`config.mk`:
```
export PLATFORM = sky130hd
export DESIGN_NAME = mem_port_arbiter_flat
export DESIGN_NICKNAME = d
export VERILOG_FILES = /design/src/rtl/mem_port_arbiter_if.sv /design/src/rtl/mem_port_arbiter.sv /design/src/flat_wrapper.sv
export SDC_FILE = /design/constraint.sdc
export NUM_CORES = 1
export LEC_CHECK = 0
export BUFFER_PORTS_ARGS = -buffer_cell sky130_fd_sc_hd__buf_2
export CAP_MARGIN = 20
export CORE_AREA = 5 5 89 91
export DETAILED_ROUTE_END_ITERATION = 10
export DIE_AREA = 0 0 94 96
export PLACE_DENSITY = 0.77
export SLEW_MARGIN = 10
export SYNTH_ARGS = -nofsm -noshare
export SYNTH_HDL_FRONTEND = slang
export SYNTH_SLANG_ARGS = --single-unit
```
`constraint.sdc`:
```
create_clock -name clock -period 2.44 [get_ports clock]
set_clock_uncertainty 0.2 [all_clocks]
set_input_delay 0.488 -clock clock [delete_from_list [all_inputs] [get_ports clock]]
set_output_delay 0.488 -clock clock [all_outputs]
set_load 0.01 [all_outputs]
```
`src/rtl/mem_port_arbiter_if.sv`:
```
// ---------------------------------------------------------------------------
// mem_port_arbiter_if
// Bundles the three buses that meet at the memory port arbiter:
//   cpu_*  : CPU datapath request/ack handshake, read data and stall
//   ext_*  : external (loader / debug host) request/ack handshake, read data
//   mem_*  : strobes, address and data towards the unified memory
//   busy   : arbiter is in the middle of an access
// Modports:
//   master : the surroundings (requesters and memory) that drive the requests
//            and mem_rdata and observe the arbiter outputs
//   slave  : the arbiter itself
// ---------------------------------------------------------------------------
interface mem_port_arbiter_if #(
  parameter int ADDR_W = 16,
  parameter int DATA_W = 16
);
  logic              cpu_req;
  logic              cpu_we;
  logic [ADDR_W-1:0] cpu_addr;
  logic [DATA_W-1:0] cpu_wdata;
  logic              cpu_ack;
  logic [DATA_W-1:0] cpu_rdata;
  logic              cpu_stall;

  logic              ext_req;
  logic              ext_we;
  logic [ADDR_W-1:0] ext_addr;
  logic [DATA_W-1:0] ext_wdata;
  logic              ext_ack;
  logic [DATA_W-1:0] ext_rdata;

  logic              mem_read;
  logic              mem_write;
  logic [ADDR_W-1:0] mem_addr;
  logic [DATA_W-1:0] mem_wdata;
  logic [DATA_W-1:0] mem_rdata;

  logic              busy;

  modport master (
    output cpu_req, cpu_we, cpu_addr, cpu_wdata,
    input  cpu_ack, cpu_rdata, cpu_stall,
    output ext_req, ext_we, ext_addr, ext_wdata,
    input  ext_ack, ext_rdata,
    input  mem_read, mem_write, mem_addr, mem_wdata,
    output mem_rdata,
    input  busy
  );

  modport slave (
    input  cpu_req, cpu_we, cpu_addr, cpu_wdata,
    output cpu_ack, cpu_rdata, cpu_stall,
    input  ext_req, ext_we, ext_addr, ext_wdata,
    output ext_ack, ext_rdata,
    output mem_read, mem_write, mem_addr, mem_wdata,
    input  mem_rdata,
    output busy
  );
endinterface

```
`src/rtl/mem_port_arbiter.sv`:
```
// ---------------------------------------------------------------------------
// mem_port_arbiter
// Shares one unified memory between the CPU datapath and an external port.
// Accesses are serialised through IDLE -> ISSUE -> (WAIT) -> DONE; when both
// ports request in the same IDLE cycle the one that was not granted last wins.
// Ports:
//   clock   : system clock, rising edge
//   reset_n : asynchronous active-low reset
//   bus     : slave view of mem_port_arbiter_if (cpu_*, ext_*, mem_*, busy)
// Parameters:
//   ADDR_W, DATA_W : address / data width
//   RD_LAT         : cycles from the mem_read cycle to valid mem_rdata (>= 1)
// ---------------------------------------------------------------------------
module mem_port_arbiter #(
  parameter int ADDR_W = 16,
  parameter int DATA_W = 16,
  parameter int RD_LAT = 1
) (
  input  logic              clock,
  input  logic              reset_n,
  mem_port_arbiter_if.slave bus
);

  localparam int CNT_W = $clog2(RD_LAT + 1);
  localparam logic [CNT_W-1:0] CNT_LOAD = CNT_W'(RD_LAT);
  localparam logic [CNT_W-1:0] CNT_ONE  = CNT_W'(1);

  typedef enum logic [1:0] {IDLE, ISSUE, WAIT, DONE} state_t;
  typedef enum logic {CPU = 1'b0, EXT = 1'b1} port_t;

  state_t            state_reg, state_next;
  port_t             owner_reg, owner_next;
  port_t             last_grant_reg, last_grant_next;
  logic              we_reg, we_next;
  logic [ADDR_W-1:0] addr_reg, addr_next;
  logic [DATA_W-1:0] wdata_reg, wdata_next;
  logic [CNT_W-1:0]  cnt_reg, cnt_next;
  logic [DATA_W-1:0] cpu_rdata_reg, cpu_rdata_next;
  logic [DATA_W-1:0] ext_rdata_reg, ext_rdata_next;

  logic  grant_valid;
  port_t grant_port;

  // Round-robin pick: on a tie the port that did not win last time is served.
  always_comb begin
    grant_valid = 1'b0;
    grant_port  = CPU;
    if (bus.cpu_req && bus.ext_req) begin
      grant_valid = 1'b1;
      grant_port  = (last_grant_reg == CPU) ? EXT : CPU;
    end else if (bus.cpu_req) begin
      grant_valid = 1'b1;
      grant_port  = CPU;
    end else if (bus.ext_req) begin
      grant_valid = 1'b1;
      grant_port  = EXT;
    end
  end

  always_comb begin
    state_next      = state_reg;
    owner_next      = owner_reg;
    last_grant_next = last_grant_reg;
    we_next         = we_reg;
    addr_next       = addr_reg;
    wdata_next      = wdata_reg;
    cnt_next        = cnt_reg;
    cpu_rdata_next  = cpu_rdata_reg;
    ext_rdata_next  = ext_rdata_reg;

    unique case (state_reg)
      IDLE: begin
        // Requests are only looked at here, so the access in flight is
        // immune to anything the requesters do until it completes.
        if (grant_valid) begin
          owner_next      = grant_port;
          last_grant_next = grant_port;
          if (grant_port == CPU) begin
            we_next    = bus.cpu_we;
            addr_next  = bus.cpu_addr;
            wdata_next = bus.cpu_wdata;
          end else begin
            we_next    = bus.ext_we;
            addr_next  = bus.ext_addr;
            wdata_next = bus.ext_wdata;
          end
          state_next = ISSUE;
        end
      end
      ISSUE: begin
        if (we_reg) begin
          state_next = DONE;
        end else begin
          cnt_next   = CNT_LOAD;
          state_next = WAIT;
        end
      end
      WAIT: begin
        cnt_next = cnt_reg - CNT_ONE;
        // Count of 1 marks the cycle in which mem_rdata is valid.
        if (cnt_reg == CNT_ONE) begin
          if (owner_reg == CPU) cpu_rdata_next = bus.mem_rdata;
          else                  ext_rdata_next = bus.mem_rdata;
          state_next = DONE;
        end
      end
      DONE: begin
        state_next = IDLE;
      end
      default: begin
        state_next = IDLE;
      end
    endcase
  end

  always_ff @(posedge clock or negedge reset_n) begin
    if (!reset_n) begin
      state_reg      <= IDLE;
      owner_reg      <= CPU;
      last_grant_reg <= EXT;   // CPU wins the first tie after reset
      we_reg         <= 1'b0;
      addr_reg       <= '0;
      wdata_reg      <= '0;
      cnt_reg        <= '0;
      cpu_rdata_reg  <= '0;
      ext_rdata_reg  <= '0;
    end else begin
      state_reg      <= state_next;
      owner_reg      <= owner_next;
      last_grant_reg <= last_grant_next;
      we_reg         <= we_next;
      addr_reg       <= addr_next;
      wdata_reg      <= wdata_next;
      cnt_reg        <= cnt_next;
      cpu_rdata_reg  <= cpu_rdata_next;
      ext_rdata_reg  <= ext_rdata_next;
    end
  end

  // Strobes and acks decode straight from the state register so they drop
  // the moment reset_n goes low.
  assign bus.mem_read  = (state_reg == ISSUE) && !we_reg;
  assign bus.mem_write = (state_reg == ISSUE) &&  we_reg;
  assign bus.mem_addr  = addr_reg;
  assign bus.mem_wdata = wdata_reg;

  assign bus.cpu_ack   = (state_reg == DONE) && (owner_reg == CPU);
  assign bus.ext_ack   = (state_reg == DONE) && (owner_reg == EXT);
  assign bus.cpu_rdata = cpu_rdata_reg;
  assign bus.ext_rdata = ext_rdata_reg;
  assign bus.cpu_stall = bus.cpu_req && !bus.cpu_ack;
  assign bus.busy      = (state_reg != IDLE);

endmodule

```
`src/flat_wrapper.sv`:
```
// flat-port wrapper written by rule: the top's interface ports become plain ports
module mem_port_arbiter_flat 
#(
  parameter int ADDR_W = 16,
  parameter int DATA_W = 16,
  parameter int RD_LAT = 1
)
  (clock, reset_n, bus_cpu_req, bus_cpu_we, bus_cpu_addr, bus_cpu_wdata, bus_cpu_ack, bus_cpu_rdata, bus_cpu_stall, bus_ext_req, bus_ext_we, bus_ext_addr, bus_ext_wdata, bus_ext_ack, bus_ext_rdata, bus_mem_read, bus_mem_write, bus_mem_addr, bus_mem_wdata, bus_mem_rdata, bus_busy);
  mem_port_arbiter_if #(.ADDR_W(ADDR_W), .DATA_W(DATA_W)) bus_i ();
  input  logic clock;
  input  logic reset_n;
  input wire logic [$bits(bus_i.cpu_req)-1:0] bus_cpu_req;
  input wire logic [$bits(bus_i.cpu_we)-1:0] bus_cpu_we;
  input wire logic [$bits(bus_i.cpu_addr)-1:0] bus_cpu_addr;
  input wire logic [$bits(bus_i.cpu_wdata)-1:0] bus_cpu_wdata;
  output wire logic [$bits(bus_i.cpu_ack)-1:0] bus_cpu_ack;
  output wire logic [$bits(bus_i.cpu_rdata)-1:0] bus_cpu_rdata;
  output wire logic [$bits(bus_i.cpu_stall)-1:0] bus_cpu_stall;
  input wire logic [$bits(bus_i.ext_req)-1:0] bus_ext_req;
  input wire logic [$bits(bus_i.ext_we)-1:0] bus_ext_we;
  input wire logic [$bits(bus_i.ext_addr)-1:0] bus_ext_addr;
  input wire logic [$bits(bus_i.ext_wdata)-1:0] bus_ext_wdata;
  output wire logic [$bits(bus_i.ext_ack)-1:0] bus_ext_ack;
  output wire logic [$bits(bus_i.ext_rdata)-1:0] bus_ext_rdata;
  output wire logic [$bits(bus_i.mem_read)-1:0] bus_mem_read;
  output wire logic [$bits(bus_i.mem_write)-1:0] bus_mem_write;
  output wire logic [$bits(bus_i.mem_addr)-1:0] bus_mem_addr;
  output wire logic [$bits(bus_i.mem_wdata)-1:0] bus_mem_wdata;
  input wire logic [$bits(bus_i.mem_rdata)-1:0] bus_mem_rdata;
  output wire logic [$bits(bus_i.busy)-1:0] bus_busy;
  assign bus_i.cpu_req = bus_cpu_req;
  assign bus_i.cpu_we = bus_cpu_we;
  assign bus_i.cpu_addr = bus_cpu_addr;
  assign bus_i.cpu_wdata = bus_cpu_wdata;
  assign bus_cpu_ack = bus_i.cpu_ack;
  assign bus_cpu_rdata = bus_i.cpu_rdata;
  assign bus_cpu_stall = bus_i.cpu_stall;
  assign bus_i.ext_req = bus_ext_req;
  assign bus_i.ext_we = bus_ext_we;
  assign bus_i.ext_addr = bus_ext_addr;
  assign bus_i.ext_wdata = bus_ext_wdata;
  assign bus_ext_ack = bus_i.ext_ack;
  assign bus_ext_rdata = bus_i.ext_rdata;
  assign bus_mem_read = bus_i.mem_read;
  assign bus_mem_write = bus_i.mem_write;
  assign bus_mem_addr = bus_i.mem_addr;
  assign bus_mem_wdata = bus_i.mem_wdata;
  assign bus_i.mem_rdata = bus_mem_rdata;
  assign bus_busy = bus_i.busy;
  mem_port_arbiter #(.ADDR_W(ADDR_W), .DATA_W(DATA_W), .RD_LAT(RD_LAT)) u_core (.clock(clock), .reset_n(reset_n), .bus(bus_i));
endmodule
```
==> results.tsv <==
stage	metric	value	unit
floorplanning	die width	94	µm
yosys	syn_area_per_cell	10.78	µm²
power	clock power share	0.191	
setup_path	crit-path most repeated cell	inv_1	
routing	DR WL/cell	14.89	µm
sta	Final min period	2.132	ns
outcome	status	complete, no violations	
placed_design	global placement routability congestion	0.7360	
floorplanning	initial core utilization	0.4367	
cells_and_area	most common cell after layout, fill and taps aside	buf_2	
yosys	total nets after synthesis	377	
cells_and_area	commonest non-fill, non-tap cells in the layout	buf_2 (155), a21oi_1 (69), dfrtp_1 (69), nor2_1 (35), nand2_1 (34)	
sta	measured slew at the worst slew-check pin	0.9604	ns
yosys	Seq cells post-synth	70	
clocking	CTS sink cnt	70	
clocking	TritonCTS clock tree	built	
clocking	CTS Root Cell	clkbuf_8	
global_routing	antenna violations before repair	0	
power	Comb pwr share	0.429	
placed_design	dpl hpwl	6078	µm
floorplanning	Ports	156	
floorplanning	overall die height	96	µm
power	Leakage	2.084	nW
routing	Iter 0 DRT Violations	83	
power	Switch Pwr	2.063	mW
power	Switching Share	0.3719	
placed_design	I/O Buffers	155	
routing	Via density	4.853	
global_routing	total track usage	0.1825	
cells_and_area	layout cell share with drive strength beyond 1	0.4877	
yosys	Warnings, synthesis	0	
setup_path	CP max FO	7	
setup_path	CP bufs+invs	3	
cells_and_area	Layout Cells excl Fill	546	
sta	worst hold margin	0.1708	ns
cells_and_area	fillers	651	
routing	antenna-violating nets left	0	
floorplanning	Die ar.	9024	µm²
yosys	Synth Flop Type	dfrtp_1	
clocking	worst-skew pair later-pin latency	0.33	ns
power	sequential share of power	0.380	
routing	via count	2650	
placed_design	Placed Cells	529	
yosys	Distinct cells, synth	27	
yosys	fraction of registers with async set or reset after synthesis	1.000	
sta	Final Hold Fails	0	
sta	Slew HR	0.3596	
cells_and_area	ANT cells	0	
setup_path	crit end category	primary output	
routing	total iterations of the first detailed-routing run	4	
setup_path	WS Path Type	register to primary output	
setup_path	CP max stage delay	0.42	ns
setup_path	crit-path cells	inv_1 > ha_1 > inv_1 > buf_2	
yosys	mapped cell area	3083	µm²
power	Power Density	1333	nW/µm²
global_routing	largest net degree at the start of global routing	71	
power	internal power	3.483	mW
routing	drt drc	0	
global_routing	vias in the first global route	2748	
power	final total power	5.546	mW
floorplanning	Rows	31	
sta	Tcrit/Tclk final	0.8740	
global_routing	wire length of the first global-routing pass	12780	µm
clocking	number of CTS-inserted buffers	9	
sta	final slew viol count	0	
sta	TNS Setup	0	ns
global_routing	GR Overflow Total	0	
cells_and_area	final instance area	4159	µm²
setup_path	WP data required	1.75	ns
yosys	register area share after synthesis	0.5686	
min_path	HP Class	input port to register	
setup_path	slowest stage cell, crit path	dfrtp_1	
cells_and_area	Area Growth Syn to Fin	34.90	%
setup_path	critical path's top delay family	flip-flops	
sta	final setup violation count	0	
yosys	Synth Instances	286	
setup_path	crit path launch type	register	
sta	unrepaired setup endpoints after global routing	no	
floorplanning	core area	7059	µm²
yosys	number of flops mapped to enable cells by yosys	0	
clocking	Post-CTS Resized	0	
routing	total wire length	8128	µm
power	maximum vdd drop	0.0005479	V
clocking	Max clock buf depth	2	
placed_design	placed inst area	3919	µm²
clocking	clock transition at the registers of the reported paths	0.08	ns
flow_run	number of max-cap violations	0	
setup_path	Worst Path Arrival	1.44	ns
cells_and_area	Total Nets Final	533	
clocking	H-tree lvl count	3	
sta	fmax	468.9	MHz
[power by group through the flow]
stage / logic (mW) / registers [mW] / clock network, mW
3_5_place_dp: 2.42 / 2.12 / 0
4_1_cts: 2.43 / 2.11 / 1.08
5_1_grt: 2.65 / 2.18 / 1.13
2_1_floorplan: 1.22 / 2.35 / 0
3_3_place_gp: 2.33 / 2.09 / 0
6_report: 2.38 / 2.11 / 1.06
[timing repair]
| item | CTS | global route |
|---|---|---|
| setup endpoints to repair | 0 | 0 |
| hold buffers | 1 | 0 |
| endpoints found under the hold margin | 69 | 0 |
| setup buffers | 0 | 0 |
[per-stage QoR]
step	setup WS, ns	utilization
floorplan	0.7113	-
global placement	0.2543	0.5551
detailed placement	0.1731	0.5551
CTS	0.2715	0.5892
global route	0.1624	0.5892
finish	0.3075	0.5892
[final timing paths]
kind	startpoint	endpoint	slack [ns]	depth (start not counted)
max reg2reg	u_core.state_reg[0]$_DFFE_PN0P_	u_core.bus.mem_addr[5]$_DFFE_PN0P_	0.42	6
min reg2reg	u_core.bus.cpu_rdata[15]$_DFFE_PN0P_	u_core.bus.cpu_rdata[15]$_DFFE_PN0P_	0.30	1
min in group asynchronous	reset_n	u_core.bus.mem_addr[13]$_DFFE_PN0P_	0.48	3
min	bus_cpu_wdata[1]	u_core.bus.mem_wdata[1]$_DFFE_PN0P_	0.17	3
max	u_core.state_reg[0]$_DFFE_PN0P_	bus_busy	0.31	4
max in group asynchronous	reset_n	u_core.last_grant_reg$_DFFE_PN1P_	1.21	3
[synth_stat cells (all sizes together), types with 2 or more instances]
cell type   n  area (µm²)
a31oi       2       12.51
buf        16       116.4
nand3       2       20.02
dfrtp      69        1727
ha          5       62.56
mux2       33       375.4
nand2      34       127.6
nor2       35       131.4
a21oi      69       345.3
inv         5       18.77
nor2b       3       18.77
[area by class of cell]
cell class | count | area [µm²] | area share
clock buffer | 10 | 137.6 | 0.03309
clock inverter | 6 | 92.59 | 0.02226
inverter | 5 | 18.77 | 0.004513
multi-input combinational | 194 | 1190 | 0.2861
sequential | 70 | 1753 | 0.4215
tap | 99 | 123.9 | 0.02978
timing repair buffer | 162 | 843.3 | 0.2028
[per-layer routing]
metal	global-route usage	share of wire
met5	0	0
met3	0.03284	0.053
met2	0.3217	0.54
met1	0.2155	0.39
met4	0.08785	0.022
[cell families (layout without fill, tap and decap cells)]
family          after synthesis  count (layout)  share of synthesized area
simple gates                 78              78                     0.1059
compound gates               78              78                     0.1380
mux                          33              33                     0.1218
flops                        70              70                     0.5686
fa+ha+maj                     5               5                    0.02029
buf+inv                      22             183                    0.04545
[worst min-delay path, stage by stage]
cell and delay [ns]:
buf_2 0.09, nand2_1 0.04, a21oi_1 0.05
Power figures use the tool's default switching activity.
